`config.mk`:
```
export PLATFORM = sky130hd
export DESIGN_NAME = al422b_fifo_writer_flat
export DESIGN_NICKNAME = d
export VERILOG_FILES = /design/src/rtl/al422b_fifo_writer_if.sv /design/src/rtl/al422b_fifo_writer.sv /design/src/flat_wrapper.sv
export SDC_FILE = /design/constraint.sdc
export NUM_CORES = 1
export LEC_CHECK = 0
export CAP_MARGIN = 20
export CELL_PAD_IN_SITES_DETAIL_PLACEMENT = 0
export CELL_PAD_IN_SITES_GLOBAL_PLACEMENT = 1
export CORE_UTILIZATION = 25
export CTS_CLUSTER_DIAMETER = 50
export DETAILED_ROUTE_END_ITERATION = 10
export PLACE_DENSITY_LB_ADDON = 0.1
export SYNTH_ARGS = -nofsm -noshare
export SYNTH_HDL_FRONTEND = slang
export SYNTH_SLANG_ARGS = --single-unit
export TNS_END_PERCENT = 10
```
`constraint.sdc`:
```
create_clock -name clk -period 5.3 [get_ports clk]
set_input_delay 0.795 -clock clk [delete_from_list [all_inputs] [get_ports clk]]
set_output_delay 0.795 -clock clk [all_outputs]
set_load 0.02 [all_outputs]
```
`src/rtl/al422b_fifo_writer_if.sv`:
```
// Camera-side and FIFO-side signals of the AL422B write controller.
// The master side drives the sensor bus and capture; the slave side is the controller.
interface al422b_fifo_writer_if;
  logic        capture;
  logic        frame_valid;
  logic        line_valid;
  logic [7:0]  pix_data;
  logic [7:0]  fifo_di;
  logic        fifo_we_n;
  logic        fifo_wrst_n;
  logic        busy;
  logic        frame_done;
  logic        short_frame;
  logic        overflow;
  logic [18:0] wr_count;

  modport master (
    output capture, frame_valid, line_valid, pix_data,
    input  fifo_di, fifo_we_n, fifo_wrst_n, busy, frame_done, short_frame, overflow, wr_count
  );

  modport slave (
    input  capture, frame_valid, line_valid, pix_data,
    output fifo_di, fifo_we_n, fifo_wrst_n, busy, frame_done, short_frame, overflow, wr_count
  );
endinterface

```
`src/rtl/al422b_fifo_writer.sv`:
```
// Crops a fixed window out of the MT9V034 pixel stream and writes it, in raster
// order, into the AL422B frame FIFO; one frame per capture request.
module al422b_fifo_writer #(
  parameter int H_ACTIVE    = 384,
  parameter int V_ACTIVE    = 288,
  parameter int H_START     = 184,
  parameter int V_START     = 96,
  parameter int WRST_CYCLES = 4,
  parameter int FIFO_DEPTH  = 393216
) (
  input  logic clk,
  input  logic reset,
  al422b_fifo_writer_if.slave bus
);

  typedef enum logic [2:0] {
    IDLE    = 3'd0,
    ARM     = 3'd1,
    WRST    = 3'd2,
    WAIT_FV = 3'd3,
    CAPTURE = 3'd4,
    DONE    = 3'd5
  } state_e;

  localparam logic [11:0] COL_LO      = 12'(H_START);
  localparam logic [11:0] COL_HI      = 12'(H_START + H_ACTIVE);
  localparam logic [11:0] ROW_LO      = 12'(V_START);
  localparam logic [11:0] ROW_HI      = 12'(V_START + V_ACTIVE);
  localparam logic [18:0] FRAME_BYTES = 19'(H_ACTIVE * V_ACTIVE);
  localparam logic [18:0] DEPTH       = 19'(FIFO_DEPTH);
  localparam logic [7:0]  WRST_LAST   = 8'(WRST_CYCLES - 1);

  function automatic logic [11:0] sat_inc(input logic [11:0] v);
    if (v == 12'hFFF) begin
      return v;
    end else begin
      return v + 12'd1;
    end
  endfunction

  state_e      state_q, state_d;
  logic        fv_q, fv_d;
  logic        lv_q, lv_d;
  logic [11:0] row_q, row_d;
  logic [11:0] col_q, col_d;
  logic [7:0]  wrst_cnt_q, wrst_cnt_d;
  logic [7:0]  fifo_di_q, fifo_di_d;
  logic        fifo_we_n_q, fifo_we_n_d;
  logic        fifo_wrst_n_q, fifo_wrst_n_d;
  logic        busy_q, busy_d;
  logic        frame_done_q, frame_done_d;
  logic        short_frame_q, short_frame_d;
  logic        overflow_q, overflow_d;
  logic [18:0] wr_count_q, wr_count_d;

  logic        lv_rise_s, lv_fall_s, fv_rise_s, fv_fall_s;
  logic [11:0] col_cur_s;
  logic        in_window_s;

  // Next-state, counter and output computation for the capture sequencer.
  always_comb begin
    state_d       = state_q;
    fv_d          = bus.frame_valid;
    lv_d          = bus.line_valid;
    row_d         = row_q;
    col_d         = col_q;
    wrst_cnt_d    = wrst_cnt_q;
    fifo_di_d     = fifo_di_q;
    fifo_we_n_d   = 1'b1;
    fifo_wrst_n_d = 1'b1;
    busy_d        = busy_q;
    frame_done_d  = 1'b0;
    short_frame_d = short_frame_q;
    overflow_d    = overflow_q;
    wr_count_d    = wr_count_q;

    lv_rise_s = bus.line_valid & ~lv_q;
    lv_fall_s = ~bus.line_valid & lv_q;
    fv_rise_s = bus.frame_valid & ~fv_q;
    fv_fall_s = ~bus.frame_valid & fv_q;
    // The pixel on the LINE_VALID rise cycle is column 0 of its line.
    col_cur_s   = lv_rise_s ? 12'd0 : col_q;
    in_window_s = (row_q >= ROW_LO) && (row_q < ROW_HI) &&
                  (col_cur_s >= COL_LO) && (col_cur_s < COL_HI);

    case (state_q)
      IDLE: begin
        if (bus.capture) begin
          state_d       = ARM;
          busy_d        = 1'b1;
          short_frame_d = 1'b0;
          overflow_d    = 1'b0;
          wr_count_d    = 19'd0;
        end else begin
          state_d = IDLE;
        end
      end
      ARM: begin
        if (!bus.frame_valid) begin
          state_d       = WRST;
          fifo_wrst_n_d = 1'b0;
          wrst_cnt_d    = 8'd0;
        end else begin
          state_d = ARM;
        end
      end
      WRST: begin
        if (wrst_cnt_q == WRST_LAST) begin
          state_d = WAIT_FV;
        end else begin
          fifo_wrst_n_d = 1'b0;
          wrst_cnt_d    = wrst_cnt_q + 8'd1;
        end
      end
      WAIT_FV: begin
        if (fv_rise_s) begin
          state_d = CAPTURE;
          row_d   = 12'd0;
          col_d   = 12'd0;
        end else begin
          state_d = WAIT_FV;
        end
      end
      CAPTURE: begin
        // A FRAME_VALID fall closes the frame even if LINE_VALID is still high.
        if (fv_fall_s) begin
          state_d       = DONE;
          frame_done_d  = 1'b1;
          short_frame_d = (wr_count_q < FRAME_BYTES);
        end else begin
          if (bus.line_valid) begin
            col_d = sat_inc(col_cur_s);
          end else begin
            col_d = col_q;
          end
          if (lv_fall_s) begin
            row_d = sat_inc(row_q);
          end else begin
            row_d = row_q;
          end
          if (bus.line_valid && in_window_s && !overflow_q) begin
            fifo_di_d   = bus.pix_data;
            fifo_we_n_d = 1'b0;
            wr_count_d  = wr_count_q + 19'd1;
            if ((wr_count_q + 19'd1) == DEPTH) begin
              overflow_d = 1'b1;
            end else begin
              overflow_d = overflow_q;
            end
          end else begin
            fifo_we_n_d = 1'b1;
          end
        end
      end
      DONE: begin
        state_d = IDLE;
        busy_d  = 1'b0;
      end
      default: begin
        state_d = IDLE;
        busy_d  = 1'b0;
      end
    endcase
  end

  // State, counters and all outputs are registered here.
  always_ff @(posedge clk or negedge reset) begin
    if (!reset) begin
      state_q       <= IDLE;
      fv_q          <= 1'b0;
      lv_q          <= 1'b0;
      row_q         <= 12'd0;
      col_q         <= 12'd0;
      wrst_cnt_q    <= 8'd0;
      fifo_di_q     <= 8'd0;
      fifo_we_n_q   <= 1'b1;
      fifo_wrst_n_q <= 1'b1;
      busy_q        <= 1'b0;
      frame_done_q  <= 1'b0;
      short_frame_q <= 1'b0;
      overflow_q    <= 1'b0;
      wr_count_q    <= 19'd0;
    end else begin
      state_q       <= state_d;
      fv_q          <= fv_d;
      lv_q          <= lv_d;
      row_q         <= row_d;
      col_q         <= col_d;
      wrst_cnt_q    <= wrst_cnt_d;
      fifo_di_q     <= fifo_di_d;
      fifo_we_n_q   <= fifo_we_n_d;
      fifo_wrst_n_q <= fifo_wrst_n_d;
      busy_q        <= busy_d;
      frame_done_q  <= frame_done_d;
      short_frame_q <= short_frame_d;
      overflow_q    <= overflow_d;
      wr_count_q    <= wr_count_d;
    end
  end

  assign bus.fifo_di     = fifo_di_q;
  assign bus.fifo_we_n   = fifo_we_n_q;
  assign bus.fifo_wrst_n = fifo_wrst_n_q;
  assign bus.busy        = busy_q;
  assign bus.frame_done  = frame_done_q;
  assign bus.short_frame = short_frame_q;
  assign bus.overflow    = overflow_q;
  assign bus.wr_count    = wr_count_q;

endmodule

```
`src/flat_wrapper.sv`:
```
// flat-port wrapper written by rule: the top's interface ports become plain ports
module al422b_fifo_writer_flat 
#(
  parameter int H_ACTIVE    = 384,
  parameter int V_ACTIVE    = 288,
  parameter int H_START     = 184,
  parameter int V_START     = 96,
  parameter int WRST_CYCLES = 4,
  parameter int FIFO_DEPTH  = 393216
)
  (clk, reset, bus_capture, bus_frame_valid, bus_line_valid, bus_pix_data, bus_fifo_di, bus_fifo_we_n, bus_fifo_wrst_n, bus_busy, bus_frame_done, bus_short_frame, bus_overflow, bus_wr_count);
  al422b_fifo_writer_if bus_i ();
  input  logic clk;
  input  logic reset;
  input wire logic [$bits(bus_i.capture)-1:0] bus_capture;
  input wire logic [$bits(bus_i.frame_valid)-1:0] bus_frame_valid;
  input wire logic [$bits(bus_i.line_valid)-1:0] bus_line_valid;
  input wire logic [$bits(bus_i.pix_data)-1:0] bus_pix_data;
  output wire logic [$bits(bus_i.fifo_di)-1:0] bus_fifo_di;
  output wire logic [$bits(bus_i.fifo_we_n)-1:0] bus_fifo_we_n;
  output wire logic [$bits(bus_i.fifo_wrst_n)-1:0] bus_fifo_wrst_n;
  output wire logic [$bits(bus_i.busy)-1:0] bus_busy;
  output wire logic [$bits(bus_i.frame_done)-1:0] bus_frame_done;
  output wire logic [$bits(bus_i.short_frame)-1:0] bus_short_frame;
  output wire logic [$bits(bus_i.overflow)-1:0] bus_overflow;
  output wire logic [$bits(bus_i.wr_count)-1:0] bus_wr_count;
  assign bus_i.capture = bus_capture;
  assign bus_i.frame_valid = bus_frame_valid;
  assign bus_i.line_valid = bus_line_valid;
  assign bus_i.pix_data = bus_pix_data;
  assign bus_fifo_di = bus_i.fifo_di;
  assign bus_fifo_we_n = bus_i.fifo_we_n;
  assign bus_fifo_wrst_n = bus_i.fifo_wrst_n;
  assign bus_busy = bus_i.busy;
  assign bus_frame_done = bus_i.frame_done;
  assign bus_short_frame = bus_i.short_frame;
  assign bus_overflow = bus_i.overflow;
  assign bus_wr_count = bus_i.wr_count;
  al422b_fifo_writer #(.H_ACTIVE(H_ACTIVE), .V_ACTIVE(V_ACTIVE), .H_START(H_START), .V_START(V_START), .WRST_CYCLES(WRST_CYCLES), .FIFO_DEPTH(FIFO_DEPTH)) u_core (.clk(clk), .reset(reset), .bus(bus_i));
endmodule
```
==> results of run 1 <==
==> registers in the layout, indices dropped and copies added, names as in the netlist <==
name / flops
u_core.bus.frame_done: 1
u_core.col_q: 12
u_core.bus.short_frame: 1
u_core.bus.busy: 1
u_core.bus.wr_count: 19
u_core.bus.fifo_di: 8
u_core.bus.fifo_we_n: 1
u_core.state_q: 3
u_core.row_q: 12
u_core.lv_q: 1
u_core.bus.overflow: 1
u_core.bus.fifo_wrst_n: 1
u_core.wrst_cnt_q: 8
u_core.fv_q: 1
==> critical path, delay by kind of cell (launching register included) <==
kind	cells	cell delay, ns
and+or+nand+nor	2	1.02
buffers and inverters	2	0.61
AOI/OAI and AO/OA	3	0.86
DFF	1	0.82
==> cell usage in the layout (no fill, tap or decap), types with 5 or more instances in the layout <==
cell type        instances
dfrtp_1                 68
and2_1                   6
a2bb2oi_1                6
mux2i_1                  5
nand4_1                 18
clkbuf_16                9
nand2b_1                 5
nand2_1                 66
nor4_1                   8
and3_1                  13
xor2_1                  10
and4_1                   9
a21oi_1                 19
a22o_1                   5
o21ai_0                 27
inv_1                   14
a21o_1                   8
nand3_1                 33
a31oi_1                  6
clkdlybuf4s50_1         44
nor3_1                   9
nor2_1                  27
==> metal layers <==
| metal | track usage, % | vias up | wire length, um |
|---|---|---|---|
| li1 | - | 1776 | - |
| met1 | 20.3 | 1776 | 5640 |
| met2 | 24.4 | 93 | 5440 |
| met3 | 4.43 | 14 | 646 |
| met4 | 5.47 | 0 | 185 |
| met5 | 0 | - | 0 |
==> cell type report <==
cell class / instances / area share, %
well taps: 216 / 5.41
multi-input cells: 351 / 43.2
repair buffers: 47 / 9.27
flip-flops and latches: 70 / 35.1
clock buffers: 11 / 4.86
inverters: 16 / 1.20
clock inverters: 4 / 0.952
==> worst max path at each step <==
stage,cells past startpoint,slack [ns],to,start
2_1_floorplan,9,2.59,u_core.col_q[5],bus_line_valid
3_3_place_gp,9,1.66,u_core.col_q[2],bus_line_valid
3_5_place_dp,8,1.60,u_core.bus.overflow,bus_frame_valid
4_1_cts,7,1.78,u_core.bus.overflow,u_core.state_q[2]
6_report,7,1.84,u_core.bus.overflow,u_core.state_q[2]
5_1_grt,7,1.56,u_core.bus.overflow,u_core.state_q[2]
==> metrics by stage <==
step | setup slack [ns] | hold slack (ns) | util, % | power, W
floorplan | 2.59 | 0.476 | - | 0.000833
global placement | 1.66 | 0.450 | 29.5 | 0.000936
detailed placement | 1.60 | 0.461 | 29.5 | 0.000936
CTS | 1.78 | 0.483 | 31.3 | 0.00157
global route | 1.56 | 0.507 | 31.3 | 0.00163
finish | 1.84 | 0.477 | 31.3 | 0.00154
==> kinds of logic after synthesis <==
family                     count (synthesis)
AOI/OAI and AO/OA                        113
xor gates and xnor gates                  13
adders and majority gates                  4
buffers and inverters                     44
DFF                                       70
muxes                                      5
and+or+nand+nor                          216
==> power by group <==
part | switching (W) | total, W | internal [W]
Clock | 0.000242 | 0.000615 | 0.000373
Sequential | 0.0000718 | 0.000651 | 0.000579
Combinational | 0.000154 | 0.000273 | 0.000119
Total | 0.000467 | 0.00154 | 0.00107
==> impl_metrics.py, run 1 <==
metrics = {
    "outcome": {
        "run_status": "complete, no violations",
    },
    "yosys": {
        "synth-compound-area-share_pct": 19.1,
        "seq_area_frac_synth_pct": 42.9,
        "synthArstFlopShare_pct": 100,
        "synth_commonest_cells": "dfrtp_1, nand2_1, nand3_1",
        "yosysMostFrequentCell": "dfrtp_1",
        "ys_dominant_reg_cell": "dfrtp_1",
        "syn_nets": 482,
        "yosysTopAreaCell": "dfrtp_1",
        "synth_top_area_share_pct": 41.7,
        "synth_edf_count": 0,
        "synth_fa_ha_area_share_pct": 1.23,
        "synth_cell_types": 69,
        "synth-simple-area-share_pct": 28.4,
        "syn_inst": 465,
        "yosys-top-cells-area": "dfrtp_1, nand2_1, nand3_1",
        "synth.mux.area_fraction_pct": 1.23,
        "yosys_warnings": 0,
        "yosys_register_bits": 70,
        "syn_area_sq_um": 4090,
        "syn_area_per_cell_sq_um": 8.79,
        "synth_top_family_by_area": "simple AND/OR/NAND/NOR gates",
        "yosys.area_share.xor_xnor_pct": 2.79,
    },
    "grt": {
        "grt_pass1_vias": 3703,
        "track_usage_pct": 15.5,
        "grt_max_degree": 71,
        "grt_antenna_before_repair": 0,
        "grt_pass1_wl_mm": 19.9,
        "grt-ovfl-total": 0,
    },
    "timing": {
        "finalSetupViolCount": 0,
        "fin_tns_setup_ns": 0,
        "final_hold_viol_count": 0,
        "max_clock_freq_mhz": 289,
        "timing.final.max_slew_violations": 0,
        "fin_crit_sh_pct": 65.2,
        "rsz0062_at_grt": "false",
        "worst_pin_slew_ns": 0.939,
        "maxSlewHeadroom_pct": 37.4,
        "fin_crit_ns": 3.46,
        "skew_ns": 0.00950,
    },
    "floorplanning": {
        "die_y_um": 130,
        "core_area_sq_um": 15900,
        "dieArea_sq_um": 16900,
        "num_rows": 46,
        "chipWidth_um": 130,
        "ios": 46,
        "start_util_pct": 25.6,
    },
    "routing": {
        "viasPerCell": 5.12,
        "wl_mm": 11.9,
        "drtIter0Drc": 203,
        "drc_errors": 0,
        "vias": 3659,
        "antenna_left": 0,
        "firstDrtPassIters": 4,
        "drt-wirelength-per-cell_um": 16.7,
    },
    "worst_setup_path": {
        "path_max_fanout": 35,
        "reg2reg_depth": 7,
        "r2r-start": "u_core.state_q[2]",
        "reg2reg_slack_ns": 1.84,
        "critPathArrivalTime_ns": 3.70,
        "critical_path.cell_chain": "nor3b_2, and3_1, o2111a_1, buf_4, inv_2, a221o_1, o31ai_1",
        "max_stage_delay_ns": 0.82,
        "cpMaxStageDelayCell": "dfrtp_1",
        "r2r-end": "u_core.bus.overflow",
        "required_ns": 5.54,
        "critical_path_class": "flip-flop to flip-flop",
        "endpoint_kind": "flip-flop",
        "cp-start-kind": "flip-flop",
    },
    "hold_path": {
        "min_to": "u_core.bus.fifo_di[2]",
        "hp-class": "flip-flop to flip-flop",
        "worstHoldStart": "u_core.bus.fifo_di[2]",
        "min_path_cells": 2,
    },
    "clock_network": {
        "hold_buffers": 0,
        "cts-root-buf": "clkbuf_16",
        "cts_buffer_depth": 2,
        "cts.repair.resized": 0,
        "cts.clk_slew.worst_paths_ns": 0.06,
        "cts_tree": "done",
        "post_cts_buffers": 0,
        "cts_num_sinks": 70,
        "numCtsBuffers": 9,
        "htree_levels": 3,
        "insertion_delay_ns": 0.34,
    },
    "final_layout": {
        "regArea_sq_um": 1750,
        "drive_above_1_share_pct": 5.81,
        "finalNonFillerCells": 715,
        "synthToLayoutAreaGrowth_pct": 22.3,
        "fin_nets": 512,
        "final_cell_area_sq_um": 4990,
        "multi_input_area_sq_um": 2160,
        "fillCellCount": 1719,
        "diodes": 0,
    },
    "flow_run": {
        "cap_viol_max_count": 0,
    },
    "placement": {
        "io_buffers": 45,
        "dp_cells": 700,
        "dpl_cell_area_sq_um": 4700,
        "dp_hpwl_mm": 7.94,
        "place.gp.congestion": 0.802,
    },
    "pwr": {
        "peakVddDrop_mv": 0.150,
        "leakagePower_nw": 2.07,
        "powerDensity_nw_per_um2": 308,
    },
}
No activity file was read; power rests on OpenSTA's default activity.
==> run 2: changes to the inputs <==
==> constraint.sdc (replaced) <==
create_clock -name clk -period 2.8 [get_ports clk]
set_input_delay 0.42 -clock clk [delete_from_list [all_inputs] [get_ports clk]]
set_output_delay 0.42 -clock clk [all_outputs]
set_load 0.02 [all_outputs]
==> run 2 against run 1 <==
Worst hold slack worse by 0.44 ns. Sequential share of layout area down 1.2 points. Non-clock buffer count increased by 21. First-iteration DRC count up 2.0%. Via count grew 1.5%.
==> impl_metrics.py, run 2 (synthesized netlist as in run 1, its figures left out) <==
metrics = {
    "outcome": {
        "run_status": "complete, no violations",
    },
    "flow_run": {
        "cap_viol_max_count": 0,
    },
    "grt": {
        "grt_antenna_before_repair": 0,
        "grt_pass1_vias": 3813,
        "track_usage_pct": 15.2,
        "grt-ovfl-total": 0,
        "grt_pass1_wl_mm": 19.9,
        "grt_max_degree": 38,
    },
    "routing": {
        "antenna_left": 0,
        "drtIter0Drc": 207,
        "firstDrtPassIters": 5,
        "viasPerCell": 5.04,
        "vias": 3715,
        "drc_errors": 0,
        "drt-wirelength-per-cell_um": 16.2,
        "wl_mm": 12.0,
    },
    "timing": {
        "worst_pin_slew_ns": 0.646,
        "finalSetupViolCount": 0,
        "maxSlewHeadroom_pct": 56.5,
        "timing.final.max_slew_violations": 0,
        "skew_ns": 0.0106,
        "final_hold_viol_count": 0,
        "max_clock_freq_mhz": 411,
        "worst_slack_ns": 0.369,
        "fin_crit_sh_pct": 86.8,
        "fin_crit_ns": 2.43,
        "fin_tns_setup_ns": 0,
        "rsz0062_at_grt": "false",
    },
    "clock_network": {
        "htree_levels": 3,
        "numCtsBuffers": 9,
        "cts.repair.resized": 0,
        "cts_buffer_depth": 2,
        "cts-root-buf": "clkbuf_16",
        "cts_num_sinks": 70,
        "hold_buffers": 0,
        "insertion_delay_ns": 0.34,
        "cts.clk_slew.worst_paths_ns": 0.07,
        "cts_tree": "done",
        "post_cts_buffers": 0,
    },
    "worst_setup_path": {
        "endpoint_kind": "flip-flop",
        "critical_path.cell_chain": "and2_1, a2111oi_0, o2111a_1, inv_2, a221o_1, o31ai_1",
        "reg2reg_slack_ns": 0.37,
        "cp-start-kind": "flip-flop",
        "critical_path_class": "flip-flop to flip-flop",
        "critPathArrivalTime_ns": 2.67,
        "path_max_fanout": 28,
        "cpMaxStageDelayCell": "a2111oi_0",
        "r2r-start": "u_core.col_q[5]",
        "r2r-end": "u_core.bus.overflow",
        "reg2reg_depth": 6,
        "required_ns": 3.04,
        "max_stage_delay_ns": 0.57,
    },
    "placement": {
        "pre_cts_ws_ns": 0.169,
        "dp_hpwl_mm": 8.33,
        "io_buffers": 45,
        "place.gp.congestion": 0.774,
        "dpl_cell_area_sq_um": 4870,
    },
    "hold_path": {
        "hp-class": "input pin to async pin",
    },
    "floorplanning": {
        "dieArea_sq_um": 16900,
        "start_util_pct": 25.6,
        "die_y_um": 130,
        "ios": 46,
        "chipWidth_um": 130,
        "core_area_sq_um": 15900,
        "num_rows": 46,
    },
    "final_layout": {
        "fin_nets": 533,
        "final_common_cell": "dfrtp_1",
        "diodes": 0,
        "most-common-layout-cells": "dfrtp_1, nand2_1, clkdlybuf4s50_1, nand3_1",
        "synthToLayoutAreaGrowth_pct": 26.5,
        "largest_reg_flops": 19,
        "fin_util_pct": 32.4,
        "drive_above_1_share_pct": 9.60,
        "final_cell_area_sq_um": 5170,
    },
    "pwr": {
        "powerDensity_nw_per_um2": 577,
        "peakVddDrop_mv": 0.357,
        "leakagePower_nw": 2.18,
    },
}
## run 2: cell count changes in the layout (fill, tap and decap cells not counted)
cell      previous run  this run
clkbuf_1             1         2
buf_4                3        23
buf_12               0         1
clkinv_4             0         2
clkbuf_8             1         0
clkinv_2             2         1
## run 2: layout make-up
class                      instances  area [sq um]
fill                            1682         10800
multi-input combinational        351          2160
sequential                        70          1750
timing repair buffer              68           633
tap                              216           270
clock buffer                      11           233
clock inverter                     5          60.1
inverter                          16          60.1
## run 2: metal layers
| layer | GRT usage (%) | wire length (um) |
|---|---|---|
| met1 | 20.3 | 5830 |
| met2 | 24.6 | 5580 |
| met3 | 2.54 | 365 |
| met4 | 6.02 | 182 |
| met5 | 0 | 0 |
## run 2: where the power goes
| group | switching [W] | internal (W) |
|---|---|---|
| clock | 0.000467 | 0.000693 |
| sequential | 0.0000764 | 0.00110 |
| combinational | 0.000363 | 0.000286 |
| total | 0.000906 | 0.00208 |
## run 2: critical path: cells and delay by family (launching register included)
kind	cells	cell delay, ns
AO/OA/AOI/OAI	4	1.47
flip-flops	1	0.43
buffers and inverters	1	0.22
AND/OR/NAND/NOR	1	0.21
## run 2: stage by stage
step | std cells | power [W] | hold slack, ns
floorplan | 465 | 0.00158 | 0.124
global placement | 721 | 0.00186 | 0.427
detailed placement | 721 | 0.00185 | 0.424
CTS | 737 | 0.00303 | 0.0581
global route | 737 | 0.00315 | 0.0811
finish | 737 | 0.00298 | 0.0356
## run 2: worst max path at each step
stage	startpoint	cells past startpoint	endpoint	slack (ns)
after global routing	u_core.col_q[5]	6	u_core.bus.overflow	0.23
final	u_core.col_q[5]	6	u_core.bus.overflow	0.37
after floorplan	bus_line_valid	9	u_core.col_q[5]	0.46
after CTS	u_core.col_q[5]	6	u_core.bus.overflow	0.35
after global placement	bus_frame_valid	6	u_core.row_q[11]	0.25
after detailed placement	bus_frame_valid	7	u_core.bus.overflow	0.17
